===== src/rtl/pc_sequencer.sv =====
// pc_sequencer: program-counter sequencer with branch, jump, call/return
// through a hardware return stack, stall, and halt with key-driven restart.
//
// Ports:
//   clock, reset        single clock; synchronous active-low reset
//   halt, resume        halt request; debounced key level, rising edge restarts
//   stall               freezes all state while running
//   branch_taken/offset conditional redirect to PC+1+offset
//   jump, call, ret     absolute jump, push-and-jump, pop into PC
//   jump_target         absolute target for jump/call
//   program_counter     registered instruction address
//   running             1 in RUN, 0 in HALTED
//   stack_level         number of valid return-stack entries
//   stack_overflow/underflow  sticky error flags, cleared only by reset
module pc_sequencer #(
    parameter int unsigned           ADDR_WIDTH  = 10,
    parameter int unsigned           IMM_WIDTH   = 32,
    parameter int unsigned           STACK_DEPTH = 4,
    parameter logic [ADDR_WIDTH-1:0] RESET_ADDR  = '0
) (
    input  logic                                 clock,
    input  logic                                 reset,
    input  logic                                 halt,
    input  logic                                 resume,
    input  logic                                 stall,
    input  logic                                 branch_taken,
    input  logic [IMM_WIDTH-1:0]                 branch_offset,
    input  logic                                 jump,
    input  logic                                 call,
    input  logic                                 ret,
    input  logic [ADDR_WIDTH-1:0]                jump_target,
    output logic [ADDR_WIDTH-1:0]                program_counter,
    output logic                                 running,
    output logic [$clog2(STACK_DEPTH+1)-1:0]     stack_level,
    output logic                                 stack_overflow,
    output logic                                 stack_underflow
);

    localparam int unsigned LVL_W = $clog2(STACK_DEPTH + 1);
    localparam int unsigned IDX_W = (STACK_DEPTH > 1) ? $clog2(STACK_DEPTH) : 1;

    localparam logic ST_RUN    = 1'b0;
    localparam logic ST_HALTED = 1'b1;

    logic                  state_q, state_d;
    logic [ADDR_WIDTH-1:0] pc_d;
    logic                  running_d;
    logic [LVL_W-1:0]      level_d;
    logic                  ovf_d, unf_d;
    logic                  resume_q;
    logic                  push_c;

    logic [ADDR_WIDTH-1:0] stack_mem [STACK_DEPTH];

    logic [ADDR_WIDTH-1:0] pc_inc;
    logic [ADDR_WIDTH-1:0] pc_branch;
    logic [ADDR_WIDTH-1:0] stack_top;
    logic                  stack_full;
    logic                  stack_empty;
    logic                  resume_rise;

    // Only the low ADDR_WIDTH bits of the offset matter once the sum wraps.
    generate
        if (IMM_WIDTH > ADDR_WIDTH) begin : g_off_unused
            logic unused_offset_hi;
            assign unused_offset_hi = ^branch_offset[IMM_WIDTH-1:ADDR_WIDTH];
        end
    endgenerate

    assign pc_inc      = program_counter + ADDR_WIDTH'(1);
    assign pc_branch   = pc_inc + branch_offset[ADDR_WIDTH-1:0];
    assign stack_full  = (stack_level == LVL_W'(STACK_DEPTH));
    assign stack_empty = (stack_level == '0);
    assign stack_top   = stack_mem[IDX_W'(stack_level - LVL_W'(1))];
    assign resume_rise = resume & ~resume_q;

    // Next-state and next-output selection; priority order inside RUN.
    always_comb begin
        state_d   = state_q;
        pc_d      = program_counter;
        level_d   = stack_level;
        ovf_d     = stack_overflow;
        unf_d     = stack_underflow;
        push_c    = 1'b0;
        running_d = running;

        case (state_q)
            ST_RUN: begin
                if (stall) begin
                    pc_d = program_counter;
                end else if (halt) begin
                    state_d = ST_HALTED;
                end else if (ret) begin
                    if (!stack_empty) begin
                        pc_d    = stack_top;
                        level_d = stack_level - LVL_W'(1);
                    end else begin
                        pc_d  = pc_inc;
                        unf_d = 1'b1;
                    end
                end else if (call) begin
                    pc_d = jump_target;
                    if (!stack_full) begin
                        push_c  = 1'b1;
                        level_d = stack_level + LVL_W'(1);
                    end else begin
                        ovf_d = 1'b1;
                    end
                end else if (jump) begin
                    pc_d = jump_target;
                end else if (branch_taken) begin
                    pc_d = pc_branch;
                end else begin
                    pc_d = pc_inc;
                end
            end
            ST_HALTED: begin
                // Restart skips past the halting instruction.
                if (resume_rise) begin
                    state_d = ST_RUN;
                    pc_d    = pc_inc;
                end
            end
            default: begin
                state_d = ST_RUN;
            end
        endcase

        running_d = (state_d == ST_RUN);
    end

    // State and output registers.
    always_ff @(posedge clock) begin
        if (!reset) begin
            state_q         <= ST_RUN;
            program_counter <= RESET_ADDR;
            running         <= 1'b1;
            stack_level     <= '0;
            stack_overflow  <= 1'b0;
            stack_underflow <= 1'b0;
            resume_q        <= 1'b0;
        end else begin
            state_q         <= state_d;
            program_counter <= pc_d;
            running         <= running_d;
            stack_level     <= level_d;
            stack_overflow  <= ovf_d;
            stack_underflow <= unf_d;
            resume_q        <= resume;
        end
    end

    // Return-stack storage; contents are not cleared by reset.
    always_ff @(posedge clock) begin
        if (reset && push_c) begin
            stack_mem[IDX_W'(stack_level)] <= pc_inc;
        end
    end

endmodule

===== config.mk =====
export PLATFORM = sky130hd
export DESIGN_NAME = pc_sequencer
export DESIGN_NICKNAME = d
export VERILOG_FILES = /design/src/rtl/pc_sequencer.sv
export SDC_FILE = /design/constraint.sdc
export NUM_CORES = 1
export LEC_CHECK = 0
export BUFFER_PORTS_ARGS = -buffer_cell sky130_fd_sc_hd__buf_2
export CORE_MARGIN = 8
export CORE_UTILIZATION = 38
export CTS_CLUSTER_SIZE = 24
export DETAILED_ROUTE_END_ITERATION = 12
export GPL_TIMING_DRIVEN = 0
export SLEW_MARGIN = 20
export SYNTH_ARGS = -nofsm -noshare
export SYNTH_HDL_FRONTEND = slang
export SYNTH_SLANG_ARGS = --single-unit

===== constraint.sdc =====
create_clock -name clock -period 3.1 [get_ports clock]
set_input_delay 0.62 -clock clock [delete_from_list [all_inputs] [get_ports clock]]
set_output_delay 0.62 -clock clock [all_outputs]
set_load 0.01 [all_outputs]

# Word-level counts from Yosys, hierarchy flattened
# Memories as Yosys holds them, arrays and structs flattened.
# Cells that the tools add are included.
dict set report totals {
  ff_bits 18
  ramBits 40
  out_inout_bits 16
  n_memories 1
}
dict set report classes {
  addsub 4
  eq_ne 6
  muxes 25
  bitwise 7
  reduce_logical 7
}
# name depth word_bits rd rd_ports_with_merged_regs wr line_no
set memory_table {}
lappend memory_table {stack_mem 4 10 1 0 1 53} ;# logic [ADDR_WIDTH-1:0] stack_mem [STACK_DEPTH];
# operator n
set op_table {}
lappend op_table {{10-bit two-way mux} 8}
lappend op_table {{10-bit one-hot mux with 2 select lines} 1}
lappend op_table {{3-bit two-way mux} 4}
lappend op_table {{6-bit AND reduction} 2}
lappend op_table {{1-bit two-way mux} 11}
lappend op_table {{10-bit by 1-bit adder with 10-bit output (second input constant)} 1}
lappend op_table {{10-bit adder} 1}
lappend op_table {{2-bit inequality test (second input constant)} 4}
lappend op_table {{1-bit inverter} 6}
lappend op_table {{5-bit AND reduction} 1}
lappend op_table {{3-bit by 1-bit adder with 3-bit output (second input constant)} 1}
lappend op_table {{3-bit == test (second input constant)} 1}
lappend op_table {{3-bit logical NOT} 1}
lappend op_table {{3-bit AND reduction} 1}
lappend op_table {{3-bit by 1-bit subtractor with 3-bit output (second input constant)} 1}
lappend op_table {{2-bit by 1-bit inequality test with 1-bit output (second input constant)} 1}
lappend op_table {{1-bit one-hot mux with 2 select lines} 1}
lappend op_table {{2-bit nonzero test} 1}
lappend op_table {{1-bit AND} 1}
lappend op_table {{1-bit logical AND} 1}

# Longest topological paths before layout
dict set report depth {
  ltp_word 10
  depth_mapped 11
  depth_no_buf 11
}

# Worst setup path before layout
# Ideal clock, no wire load.
dict set report synth_timing {
  path_type {register to register}
  from {reg program_counter[0]}
  to {reg program_counter[9]}
  setup_time_ns 0.114
  t_arrival_ns 2.703
  t_required_ns 2.986
  setup_slack_ns 0.283
  stages_incl_launch_ff 12
  cell_sequence {dfxtp_1 > ha_1 > nand2_1 > nor3_1 > xor2_1 > ha_1 > a21o_1 > a31o_2 > a21oi_1 > mux2i_1 > o22ai_1 > a21o_1}
}
dict set report synth_via {
  elab_chain_cells 9
}
# element line_no
set synth_lines {}
lappend synth_lines {{start: declaration} 32} ;# output logic [ADDR_WIDTH-1:0] program_counter,
lappend synth_lines {{start signal: assignment} 144} ;# program_counter <= pc_d;
lappend synth_lines {{10-bit by 1-bit adder with 10-bit output} 70} ;# assign pc_inc = program_counter + ADDR_WIDTH'(1);
lappend synth_lines {{via pc_inc[8]} 55} ;# logic [ADDR_WIDTH-1:0] pc_inc;
lappend synth_lines {{10-bit adder} 71} ;# assign pc_branch = pc_inc + branch_offset[ADDR_WIDTH-1:0];
lappend synth_lines {{10-bit two-way mux} 111} ;# end else if (branch_taken) begin
lappend synth_lines {{10-bit two-way mux} 109} ;# end else if (jump) begin
lappend synth_lines {{10-bit two-way mux} 101} ;# end else if (call) begin
lappend synth_lines {{10-bit two-way mux} 93} ;# end else if (ret) begin
lappend synth_lines {{10-bit two-way mux} 91} ;# end else if (halt) begin
lappend synth_lines {{10-bit two-way mux} 89} ;# if (stall) begin
lappend synth_lines {{10-bit one-hot mux with 2 select lines} 87} ;# case (state_q)
# The timed path passes the listed nets, and every way through them passes these cells. The select of a mux whose other input is x is not followed.
# A chain may end at the register's enable or synchronous reset.

# Worst setup path after layout
dict set report layout_timing {
  from {reg program_counter[1]}
  to {reg program_counter[9]}
}
# The elaborated chain is that of the path after synthesis.

==> impl_metrics.json <==
{
  "finalWirelength_mm": 9.09,
  "p_leak_uw": 0.00152,
  "worstPathRequired_ns": 3.33,
  "root_buffer": "clkbuf_8",
  "use_met3_pct": 3.90,
  "n_antenna_cell": 0,
  "start_kind": "flip-flop",
  "clk_pin_slew_ns": 0.07,
  "crit_chain": "ha_2 > nand2_1 > nor3_2 > xor2_2 > ha_1 > a21o_1 > a31o_2 > a21oi_2 > mux2i_2 > o22ai_1 > a21o_1",
  "h-tree-depth": 3,
  "cpPeakStageDelay_ns": 0.45,
  "instances_no_fill": 468,
  "reg2reg_from": "program_counter[1]",
  "grt_max_degree": 11,
  "clock_latency_ns": 0.34,
  "worstHoldStart": "stack_underflow",
  "ys.flop_type": "edfxtp_1",
  "grt_pass1_wl_mm": 13.9,
  "yosys.cell_types.count": 57,
  "critPathMostFrequentCell": "a21o_1",
  "gr-usage-met1_pct": 21.6,
  "fmaxAchievable_ghz": 0.340,
  "synth.top_cell.area_share_pct": 36.4,
  "avgSynthCellArea_um2": 11.1,
  "synth.cell_area_um2": 3300,
  "r2r_end": "program_counter[9]",
  "die_y_um": 109,
  "netlist_top_cells_area": "edfxtp_1 36%, dfxtp_1 11%, mux4_2 6.8%",
  "slowest_stage": "dfxtp_1",
  "critPathCaptureType": "flip-flop",
  "area_growth_pct": 19.9,
  "worstMarginPinSlew_ns": 0.671,
  "path_max_fanout": 5,
  "die_area_um2": 11900,
  "place_ws_ns": -0.466,
  "critical_path_arrival_ns": 3.17,
  "yosysMostFrequentCell": "edfxtp_1",
  "finalMaxSlewViolations": 0,
  "design_area_um2": 3950,
  "ant_nets": 0,
  "antenna_found_initial": 0,
  "max-slew-margin-rel_pct": 55.2,
  "fin_tns_setup_ns": 0,
  "seq_area_frac_synth_pct": 47.3,
  "n_fill_cell": 797,
  "num_rows": 34,
  "fin_nets": 424,
  "place_congestion": 0.839,
  "syn_inst": 298,
  "power.density_nw_per_um2": 501,
  "synth-async-reset-ratio_pct": 0,
  "hold_class": "flip-flop to flip-flop",
  "hold_violations": 0,
  "netlist_top_cells_count": "40 x edfxtp_1, 22 x nand2_1, 19 x o21ai_0",
  "reg2regPathDepth": 11,
  "drt-vias-per-instance": 5.68,
  "layout_setup_ws_ns": 0.158,
  "synth_edf_count": 40,
  "setup_violations": 0,
  "place_area_um2": 3650,
  "layout-drive-gt1-share_pct": 26.7,
  "rsz0062_at_grt": "false",
  "power_uw": 1980,
  "maxCapViolCount": 0,
  "dp_hpwl_mm": 6.67,
  "ir_worst_vdd_uv": 193,
  "hold_end": "stack_underflow",
  "syn_nets": 366,
  "portBuffers": 44,
  "dp.cells": 450,
  "top_level_ports": 67,
  "path_class": "flip-flop to flip-flop",
  "cts_buffers": 9,
  "outcome": "finished clean",
  "worst_clock_skew_ns": 0.0115,
  "period_share_pct": 94.9,
  "core_area_um2": 8550,
  "clk_path_buf_depth": 2,
  "drt-pass1-iter-count": 5,
  "clock_sinks": 58,
  "grt_usage_pct": 15.6,
  "whs_path_depth": 2,
  "grt_util_met2_pct": 23.0,
  "crit_family": "compound AO/OA/AOI/OAI gates",
  "vias": 2656,
  "synth_largest_area_cell": "edfxtp_1",
  "die_w_um": 109,
  "grt_pass1_vias": 2599,
  "start_util_pct": 38.6,
  "r2r_slack_ns": 0.16,
  "wl_per_cell_um": 19.4,
  "grt_overflow": 0,
  "critPathBufInv": 0,
  "drc": 0,
  "yosysWarnings": 0,
  "fin_crit_ns": 2.94,
  "grt.busiest_layer": "met2",
  "cts_tree": "yes",
  "ys_ff_latch": 58,
  "drtIter0Drc": 223
}
power breakdown:
part / internal (uW) / switching, uW
sequential: 849 / 23.2
clock: 442 / 300
combinational: 153 / 215
total: 1440 / 539
layer usage:
layer	vias up	wire, um
li1	1264	-
met1	1288	4240
met2	94	4010
met3	10	685
met4	0	152
met5	-	0
placed cells by master, fill, tap and decap left out, types with 4 or more instances in the layout:
cell	instances
nand2_1	22
o21ai_0	19
mux4_2	10
buf_2	46
clkbuf_1	9
clkbuf_8	9
a21o_1	6
and2_1	5
ha_1	15
inv_1	12
edfxtp_1	40
nor2_1	17
a21oi_1	16
a31oi_1	6
dfxtp_1	17
xnor2_1	7
o211ai_1	7
buf_4	4
xor2_2	4
o221ai_1	4
o31ai_1	4
nand3_1	9
stage by stage:
stage	utilization, %	hold slack [ns]
after floorplan	-	0.505
after global placement	42.7	0.448
after detailed placement	42.7	0.462
after CTS	45.8	0.477
after global routing	46.2	0.510
final	46.2	0.476
logic make-up after synthesis:
logic type,synth area share (%)
compound gates,18.8
simple gates,11.6
flops,47.3
buf+inv,3.60
fa+ha+maj,6.68
xor+xnor,3.98
mux,8.04
worst reg2reg max path: cells and delay by family, from the launching register on:
family / cells / cell delay [ns]
XOR/XNOR: 1 / 0.22
multiplexers: 1 / 0.33
AND/OR/NAND/NOR: 2 / 0.39
flip-flops: 1 / 0.45
adder cells (fa/ha/maj): 2 / 0.58
AO/OA/AOI/OAI: 5 / 0.84
flip-flops by register name, indices dropped and copies added, names as in the netlist:
signal           count
resume_q             1
stack_underflow      1
stack_mem           40
state_q              1
running              1
stack_overflow       1
stack_level          3
program_counter     10
area by class of cell:
class	instances	area (um^2)	area share, %
buffer	13	66.3	1.68
clock buffer	9	124	3.13
clock inverter	6	82.6	2.09
inverter	13	48.8	1.23
multi-input combinational	213	1680	42.6
sequential	58	1560	39.5
tap	108	135	3.42
timing repair buffer	48	250	6.33
worst max-delay path by stage:
stage / from / slack [ns] / endpoint / cells after the start
2_1_floorplan: program_counter[0] / 0.28 / program_counter[9] / 11
3_3_place_gp: program_counter[0] / -0.47 / program_counter[9] / 11
3_5_place_dp: program_counter[0] / -0.47 / program_counter[9] / 11
4_1_cts: program_counter[1] / 0.01 / program_counter[9] / 11
5_1_grt: program_counter[1] / 0.02 / program_counter[9] / 11
6_report: program_counter[1] / 0.16 / program_counter[9] / 11
what timing repair did:
action | 4_1_cts | 5_1_grt
pin swaps | 2 | 0
endpoints found under the setup margin | 3 | 6
hold buffers | 0 | 0
hold endpoints to repair | 0 | 0
buffers inserted | 4 | 0
resized for setup | 5 | 8
No activity file was read; power rests on OpenSTA's default activity.
